**config.mk**
```make
export PLATFORM = sky130hd
export DESIGN_NAME = sound_ready_gen_flat
export DESIGN_NICKNAME = d
export VERILOG_FILES = /design/src/rtl/sound_ready_gen_if.sv /design/src/rtl/sound_ready_gen.sv /design/src/flat_wrapper.sv
export SDC_FILE = /design/constraint.sdc
export NUM_CORES = 1
export LEC_CHECK = 0
export ABC_CLOCK_PERIOD_IN_PS = 1900
export BUFFER_PORTS_ARGS = -buffer_cell sky130_fd_sc_hd__clkbuf_2
export CAP_MARGIN = 20
export CELL_PAD_IN_SITES_DETAIL_PLACEMENT = 0
export CELL_PAD_IN_SITES_GLOBAL_PLACEMENT = 1
export CORE_UTILIZATION = 31
export DETAILED_ROUTE_END_ITERATION = 10
export PLACE_DENSITY = 0.81
export REMOVE_ABC_BUFFERS = 1
export SYNTH_ARGS = -nofsm -noshare
export SYNTH_HDL_FRONTEND = slang
export SYNTH_SLANG_ARGS = --single-unit
```
**constraint.sdc**
```tcl
create_clock -name clock -period 1.9 [get_ports clock]
set_input_delay 0.095 -clock clock [delete_from_list [all_inputs] [get_ports clock]]
set_output_delay 0.095 -clock clock [all_outputs]
set_load 0.03 [all_outputs]
```
**src/rtl/sound_ready_gen_if.sv**
```systemverilog
// Sound-port bus bundle between the CPU side (master) and sound_ready_gen (slave).
// sound_write is a one-clock valid qualifying sound_write_data; SOUND_READY low asks the CPU to stretch its I/O cycle.
interface sound_ready_gen_if;
  logic       sound_cs;
  logic       IOW_N;
  logic [7:0] data_bus;
  logic       sound_write;
  logic [7:0] sound_write_data;
  logic       SOUND_READY;

  modport master (
    output sound_cs,
    output IOW_N,
    output data_bus,
    input  sound_write,
    input  sound_write_data,
    input  SOUND_READY
  );

  modport slave (
    input  sound_cs,
    input  IOW_N,
    input  data_bus,
    output sound_write,
    output sound_write_data,
    output SOUND_READY
  );
endinterface

```
**src/rtl/sound_ready_gen.sv**
```systemverilog
// SN76489 write strobe and SOUND_READY wait-state generator for the sound I/O port.
// Define SOUND_WAIT_STATE_EN to insert wait states; otherwise SOUND_READY is tied high.
module sound_ready_gen #(
  parameter int BUSY_TICKS = 32,
  parameter int CNT_WIDTH  = 6
) (
  input  logic             clock,
  input  logic             reset,
  input  logic             cpu_clock_posedge,
  input  logic             sound_clock_tick,
  sound_ready_gen_if.slave bus,
  output logic [1:0]       state_dbg
);

  typedef enum logic [1:0] {
    IDLE    = 2'd0,
    BUSY    = 2'd1,
    RELEASE = 2'd2
  } state_t;

  state_t     state_q, state_d;
  logic       wr_q, wr_d;
  logic [7:0] data_q, data_d;
  logic       bus_write;
  logic       start;

  assign bus_write = bus.sound_cs & ~bus.IOW_N;
  assign start     = cpu_clock_posedge & bus_write;

`ifdef SOUND_WAIT_STATE_EN
  localparam logic [CNT_WIDTH-1:0] LOAD = CNT_WIDTH'(BUSY_TICKS - 1);

  logic [CNT_WIDTH-1:0] cnt_q, cnt_d;
`else
  logic unused_tick;
  localparam int unused_busy_cfg = BUSY_TICKS + CNT_WIDTH;

  assign unused_tick = sound_clock_tick;
`endif

  always_comb begin
    state_d = state_q;
    wr_d    = 1'b0;
    data_d  = data_q;
`ifdef SOUND_WAIT_STATE_EN
    cnt_d   = cnt_q;
`endif
    unique case (state_q)
      IDLE: begin
        if (start) begin
          wr_d   = 1'b1;
          data_d = bus.data_bus;
`ifdef SOUND_WAIT_STATE_EN
          cnt_d   = LOAD;
          state_d = BUSY;
`else
          state_d = RELEASE;
`endif
        end
      end
      BUSY: begin
`ifdef SOUND_WAIT_STATE_EN
        // The tick that finds the counter at zero is the last busy tick.
        if (sound_clock_tick) begin
          if (cnt_q != '0) begin
            cnt_d = cnt_q - 1'b1;
          end else begin
            state_d = bus_write ? RELEASE : IDLE;
          end
        end
`else
        state_d = IDLE;
`endif
      end
      RELEASE: begin
        // Wait for the CPU bus cycle to end so one write yields one strobe.
        if (!bus_write) begin
          state_d = IDLE;
        end
      end
      default: begin
        state_d = IDLE;
      end
    endcase
  end

  always_ff @(posedge clock) begin
    if (reset) begin
      state_q <= IDLE;
      wr_q    <= 1'b0;
      data_q  <= 8'h00;
`ifdef SOUND_WAIT_STATE_EN
      cnt_q   <= '0;
`endif
    end else begin
      state_q <= state_d;
      wr_q    <= wr_d;
      data_q  <= data_d;
`ifdef SOUND_WAIT_STATE_EN
      cnt_q   <= cnt_d;
`endif
    end
  end

  assign bus.sound_write      = wr_q;
  assign bus.sound_write_data = data_q;
`ifdef SOUND_WAIT_STATE_EN
  assign bus.SOUND_READY      = (state_q != BUSY);
`else
  assign bus.SOUND_READY      = 1'b1;
`endif
  assign state_dbg            = state_q;

endmodule
```
**src/flat_wrapper.sv**
```systemverilog
// flat-port wrapper written by rule: the top's interface ports become plain ports
module sound_ready_gen_flat 
#(
  parameter int BUSY_TICKS = 32,
  parameter int CNT_WIDTH  = 6
)
  (clock, reset, cpu_clock_posedge, sound_clock_tick, state_dbg, bus_sound_cs, bus_IOW_N, bus_data_bus, bus_sound_write, bus_sound_write_data, bus_SOUND_READY);
  sound_ready_gen_if bus_i ();
  input  logic clock;
  input  logic reset;
  input  logic cpu_clock_posedge;
  input  logic sound_clock_tick;
  output logic [1:0] state_dbg;
  input wire logic [$bits(bus_i.sound_cs)-1:0] bus_sound_cs;
  input wire logic [$bits(bus_i.IOW_N)-1:0] bus_IOW_N;
  input wire logic [$bits(bus_i.data_bus)-1:0] bus_data_bus;
  output wire logic [$bits(bus_i.sound_write)-1:0] bus_sound_write;
  output wire logic [$bits(bus_i.sound_write_data)-1:0] bus_sound_write_data;
  output wire logic [$bits(bus_i.SOUND_READY)-1:0] bus_SOUND_READY;
  assign bus_i.sound_cs = bus_sound_cs;
  assign bus_i.IOW_N = bus_IOW_N;
  assign bus_i.data_bus = bus_data_bus;
  assign bus_sound_write = bus_i.sound_write;
  assign bus_sound_write_data = bus_i.sound_write_data;
  assign bus_SOUND_READY = bus_i.SOUND_READY;
  sound_ready_gen #(.BUSY_TICKS(BUSY_TICKS), .CNT_WIDTH(CNT_WIDTH)) u_core (.clock(clock), .reset(reset), .cpu_clock_posedge(cpu_clock_posedge), .sound_clock_tick(sound_clock_tick), .bus(bus_i), .state_dbg(state_dbg));
endmodule
```
==> results.json, run 1 <==
{
  "status": "finished, final reports clean",
  "p_comb_share_pct": 15.4,
  "fin_nets": 82,
  "coreArea_um2": 1330,
  "yosysTopAreaCell": "dfxtp_1",
  "fin_util_pct": 43.4,
  "grt_pass1_vias": 266,
  "dpl_cell_area_um2": 557,
  "timing.fmax_mhz": 820,
  "synthCells": 45,
  "ant_nets": 0,
  "stdcell_area_um2": 579,
  "cap_violations": 0,
  "synthToLayoutAreaGrowth_pct": 26.2,
  "first_pass_iters": 2,
  "drive_above_1_share_pct": 37.9,
  "dieArea_um2": 1640,
  "power_frac_seq_pct": 51.7,
  "postCtsSetupRepairBufs": 0,
  "grt_max_degree": 19,
  "synth_area_um2": 459,
  "worst_setup_path_end_kind": "register",
  "drtIter0Drc": 1,
  "pwr-share-clk_pct": 32.9,
  "die_w_um": 40.5,
  "ys_warn_count": 0,
  "finalHoldViolCount": 0,
  "crit_chain": "and4bb_1, mux2i_1",
  "p_int_w": 0.000317,
  "wl_per_cell_um": 9.73,
  "setup_violations": 0,
  "cts_tree": "yes",
  "cp_slowest_stage_delay_ns": 0.58,
  "io_pins": 26,
  "grt-ovfl-total": 0,
  "worstSetupPathType": "register to register",
  "routed_wl_um": 788,
  "post-place-ws_ns": 0.669,
  "path_buf_inv": 0,
  "vias_per_cell": 4.43,
  "slew_headroom_pct": 66.7,
  "skew_ns": 0.000912,
  "cts-resized-gates": 0,
  "clk_latency_ns": 0.26,
  "finalCritPeriodShare_pct": 64.2,
  "hold_class": "primary input to register",
  "drc": 0,
  "floorplan.initialDensity_pct": 34.4,
  "most-common-layout-cells": "22 x clkbuf_2, 17 x nand2b_1, 10 x dfxtp_1",
  "vias": 359,
  "antenna_found_initial": 0,
  "worst_slack_ns": 0.680,
  "grt_first_pass_wirelength_um": 1120,
  "crit_slowest_cell": "and4bb_1",
  "rsz0062_at_grt": "false",
  "syn_avg_cell_area_um2": 10.2,
  "io_buffers": 22,
  "cp.arrival_ns": 1.41,
  "grtUsageTotal_pct": 11.1,
  "synth.top_cell.area_share_pct": 43.6,
  "sw_frac_of_total_pct": 25.4,
  "path_delay_family": "simple AND/OR/NAND/NOR gates",
  "worstPathRequired_ns": 2.09,
  "die_height_um": 40.5,
  "clock_path_buffers": 2,
  "p_leak_nw": 0.264,
  "cts.sinks": 10,
  "peakVddDrop_mv": 0.376,
  "tightest_slew_ns": 0.500,
  "rows": 13,
  "crit_path_max_fanout": 8,
  "gp_congestion": 0.505,
  "fin_crit_ns": 1.22,
  "yosysSeqAreaShare_pct": 43.6,
  "cts_hold_buf": 0,
  "ys_ff_latch": 10,
  "synth.area.top_cells": "dfxtp_1 44%, nand2b_1 23%, mux2i_1 17%",
  "power.switching_w": 0.000108,
  "synth_cell_types": 10,
  "layout_commonest_cell": "clkbuf_2",
  "antenna-diode-count": 0,
  "dp_hpwl_um": 577,
  "p_per_area_nw_per_um2": 733,
  "numCtsBuffers": 3,
  "clk_pin_slew_ns": 0.06,
  "cts_max_level": 1,
  "tns_ns": 0,
  "startpoint_type": "register",
  "clock-root-buffer": "clkbuf_4",
  "maxSlewViolCount": 0
}
final timing paths:
kind / to / from / depth (start not counted) / slack (ns)
max: u_core.bus.sound_write_data[4] / u_core.state_dbg[1] / 2 / 0.68
min: u_core.bus.sound_write / bus_IOW_N / 2 / 0.04
max reg2reg: u_core.bus.sound_write_data[4] / u_core.state_dbg[1] / 2 / 0.68
min reg2reg: u_core.bus.sound_write_data[2] / u_core.bus.sound_write_data[2] / 2 / 0.47
per-layer routing:
metal | vias up | track usage [%] | wire length [µm]
li1 | 186 | - | -
met1 | 155 | 11.6 | 389
met2 | 16 | 17.1 | 311
met3 | 2 | 7.22 | 81
met4 | 0 | 5.00 | 6
met5 | - | 0 | 0
stage by stage:
step | instances | total power, W | hold WS (ns)
floorplan | 41 | 0.000265 | 0.171
global placement | 78 | 0.000290 | 0.295
detailed placement | 78 | 0.000291 | 0.303
CTS | 81 | 0.000435 | 0.0217
global route | 81 | 0.000456 | 0.0303
finish | 81 | 0.000425 | 0.0378
registers in the layout, indices dropped and copies added (netlist names):
signal	cells
u_core.state_dbg	1
u_core.bus.sound_write_data	8
u_core.bus.sound_write	1
logic make-up (layout without fill, tap and decap cells):
family                 count (synthesis)  after routing  share of synthesized area [%]
buffers and inverters                  4             25                           6.81
multiplexers                           8              8                           17.4
other                                  2              2                           1.64
AND/OR/NAND/NOR                       21             21                           30.5
flip-flops                            10             10                           43.6
worst register-to-register path, delay by kind of cell, from the launching register on:
kind / cells / cell delay, ns
DFF: 1 / 0.33
muxes: 1 / 0.25
and+or+nand+nor: 1 / 0.58
cell usage after synthesis:
library cell	n
dfxtp_1	10
mux2i_1	8
conb_1	2
nor2_1	1
buf_2	1
and4bb_1	1
nor4b_1	2
buf_6	1
nand2b_1	17
buf_4	2
final cells by class:
class / count / area [µm²]
Tap cell: 15 / 18.8
Multi-Input combinational cell: 31 / 228
Fill cell: 140 / 754
Clock buffer: 3 / 22.5
Sequential cell: 10 / 200
Timing Repair Buffer: 22 / 110
power groups by stage:
stage	registers (W)	logic (W)	clock network [W]
6_report	0.000220	0.0000653	0.000140
5_1_grt	0.000221	0.0000719	0.000163
4_1_cts	0.000220	0.0000662	0.000149
3_5_place_dp	0.000225	0.0000660	0
3_3_place_gp	0.000225	0.0000650	0
2_1_floorplan	0.000239	0.0000261	0
No activity file was read; power rests on OpenSTA's default activity.
==> run 2: changes to the inputs <==
--- a/config.mk
+++ b/config.mk
@@ -5,14 +5,14 @@
 export SDC_FILE = /design/constraint.sdc
 export NUM_CORES = 1
 export LEC_CHECK = 0
-export ABC_CLOCK_PERIOD_IN_PS = 1900
+export ABC_CLOCK_PERIOD_IN_PS = 1200
 export BUFFER_PORTS_ARGS = -buffer_cell sky130_fd_sc_hd__clkbuf_2
 export CAP_MARGIN = 20
 export CELL_PAD_IN_SITES_DETAIL_PLACEMENT = 0
 export CELL_PAD_IN_SITES_GLOBAL_PLACEMENT = 1
-export CORE_UTILIZATION = 31
+export CORE_UTILIZATION = 29
 export DETAILED_ROUTE_END_ITERATION = 10
-export PLACE_DENSITY = 0.81
+export PLACE_DENSITY = 0.77
 export REMOVE_ABC_BUFFERS = 1
 export SYNTH_ARGS = -nofsm -noshare
 export SYNTH_HDL_FRONTEND = slang
==> constraint.sdc (replaced) <==
create_clock -name clock -period 1.2 [get_ports clock]
set_input_delay 0.06 -clock clock [delete_from_list [all_inputs] [get_ports clock]]
set_output_delay 0.06 -clock clock [all_outputs]
set_load 0.03 [all_outputs]
==> run 2 against run 1 <==
Net effect:
- highest routed layer is now met3
- die area increased by 6.6%
- sequential power is 58% higher
- worst setup slack lost 0.59 ns
- clock power is 120% higher
- total power is 78% higher
- core utilization increased by 1.3 points
==> results.json, run 2 (synthesis gave the netlist of run 1 again) <==
{
  "status": "finished, final reports clean",
  "timing.fmax_mhz": 900,
  "skew_ns": 0.00317,
  "antenna_found_initial": 0,
  "setup_violations": 0,
  "antenna-diode-count": 0,
  "finalCritPeriodShare_pct": 92.6,
  "cts_tree": "yes",
  "finalHoldViolCount": 0,
  "first_pass_iters": 4,
  "p_int_w": 0.000576,
  "power_frac_seq_pct": 45.9,
  "largest_register_ffs": 8,
  "wl_per_cell_um": 9.36,
  "fin_nets": 85,
  "grtUsageTotal_pct": 10.5,
  "grt_pass1_vias": 332,
  "hold_class": "primary input to register",
  "io_buffers": 22,
  "die_height_um": 41.8,
  "rows": 13,
  "stdcell_area_um2": 618,
  "fin_util_pct": 44.7,
  "die_w_um": 41.8,
  "power.switching_w": 0.000183,
  "startpoint_type": "primary input",
  "p_leak_nw": 0.285,
  "use_met2_pct": 15.3,
  "pwr-share-clk_pct": 39.6,
  "numCtsBuffers": 3,
  "dpl_cell_area_um2": 572,
  "hold_path_depth": 3,
  "fin_crit_ns": 1.11,
  "vias": 364,
  "gp_congestion": 0.622,
  "nFillCells": 129,
  "floorplan.initialDensity_pct": 33.2,
  "grt.busiest_layer": "met2",
  "drive_above_1_share_pct": 40.0,
  "p_per_area_nw_per_um2": 1230,
  "worstRegToRegCells": 3,
  "met3_usage_pct": 3.91,
  "cts_max_level": 1,
  "maxSlewViolCount": 0,
  "grt_first_pass_wirelength_um": 1370,
  "drtIter0Drc": 2,
  "total_power_w": 0.000758,
  "layout_commonest_cell": "clkbuf_2",
  "grt_max_degree": 19,
  "worstHoldStart": "bus_data_bus[2]",
  "vias_per_cell": 4.28,
  "cap_violations": 0,
  "coreArea_um2": 1380,
  "peakVddDrop_mv": 0.648,
  "grt-ovfl-total": 0,
  "clk_pin_slew_ns": 0.07,
  "r2r_setup_slack_ns": 0.19,
  "worst_setup_path_end_kind": "register",
  "rsz0062_at_grt": "false",
  "clock_path_buffers": 2,
  "worstSetupPathType": "primary input to register",
  "dp_hpwl_um": 589,
  "r2r-start": "u_core.state_dbg[1]",
  "sw_frac_of_total_pct": 24.1,
  "drc": 0,
  "routed_wl_um": 796,
  "placedCellCount": 80,
  "grt_use_met1_pct": 12.4,
  "r2r-end": "u_core.bus.sound_write_data[6]",
  "holdPathEnd": "u_core.bus.sound_write_data[2]",
  "p_comb_share_pct": 14.4,
  "layout.cells.non_filler": 85,
  "dieArea_um2": 1750,
  "tns_ns": 0,
  "worstPathRequired_ns": 1.39,
  "ant_nets": 0,
  "most-common-layout-cells": "22 x clkbuf_2, 17 x nand2b_1, 10 x dfxtp_1",
  "clock-root-buffer": "clkbuf_4",
  "crit_path_max_fanout": 4,
  "synthToLayoutAreaGrowth_pct": 34.6,
  "cp.arrival_ns": 1.30,
  "clk_latency_ns": 0.26,
  "io_pins": 26,
  "cts.sinks": 10
}
## run 2: changes by cell type in the layout (fill, tap and decap cells not counted)
cell / change
buf_4: +2
clkbuf_8: +1
dlygate4sd3_1: +1
## run 2: through the flow
| step | hold slack [ns] | setup WS [ns] |
|---|---|---|
| 4_1_cts | 0.0291 | 0.0728 |
| 3_5_place_dp | 0.261 | 0.200 |
| 5_1_grt | 0.0442 | 0.0103 |
| 6_report | 0.0373 | 0.0886 |
| 3_3_place_gp | 0.264 | 0.216 |
| 2_1_floorplan | 0.136 | -0.0140 |
## run 2: critical path, stage by stage
cell	delay [ns]
dlygate4sd3_1	0.53
clkbuf_2	0.12
and4bb_1	0.26
buf_4	0.15
mux2i_1	0.18
## run 2: power by group through the flow
stage               Sequential (W)  Combinational (W)  Clock [W]
global route              0.000350           0.000119   0.000325
finish                    0.000348           0.000109   0.000301
global placement          0.000356           0.000107          0
floorplan                 0.000378          0.0000414          0
CTS                       0.000349           0.000110   0.000316
detailed placement        0.000356           0.000107          0
## run 2: layout make-up
| cell class | count | area [µm²] | area share [%] |
|---|---|---|---|
| tap | 15 | 18.8 | 3.04 |
| multi-input combinational | 31 | 228 | 36.8 |
| sequential | 10 | 200 | 32.4 |
| timing repair buffer | 25 | 135 | 21.9 |
| clock buffer | 4 | 36.3 | 5.87 |
## run 2: per-layer routing
| metal | vias up | part of all wire (%) |
|---|---|---|
| li1 | 193 | - |
| met1 | 157 | 49 |
| met2 | 14 | 44 |
| met3 | 0 | 7.0 |
| met4 | 0 | 0 |
| met5 | - | 0 |
## run 2: worst max-delay path by stage
stage,start,endpoint,slack [ns],depth (start not counted)
2_1_floorplan,u_core.state_dbg[1],u_core.bus.sound_write_data[0],-0.01,2
3_3_place_gp,u_core.state_dbg[1],u_core.bus.sound_write_data[4],0.22,3
3_5_place_dp,u_core.state_dbg[1],u_core.bus.sound_write_data[6],0.20,3
4_1_cts,bus_IOW_N,u_core.bus.sound_write_data[6],0.07,5
5_1_grt,bus_IOW_N,u_core.bus.sound_write_data[1],0.01,5
6_report,bus_IOW_N,u_core.bus.sound_write_data[6],0.09,5
## run 2: repair_timing
item | in CTS | in global routing
endpoints found under the hold margin | 2 | 0
setup buffers | 0 | 0
endpoints found under the setup margin | 0 | 3
gates resized for setup | 0 | 0
hold buffers | 1 | 0
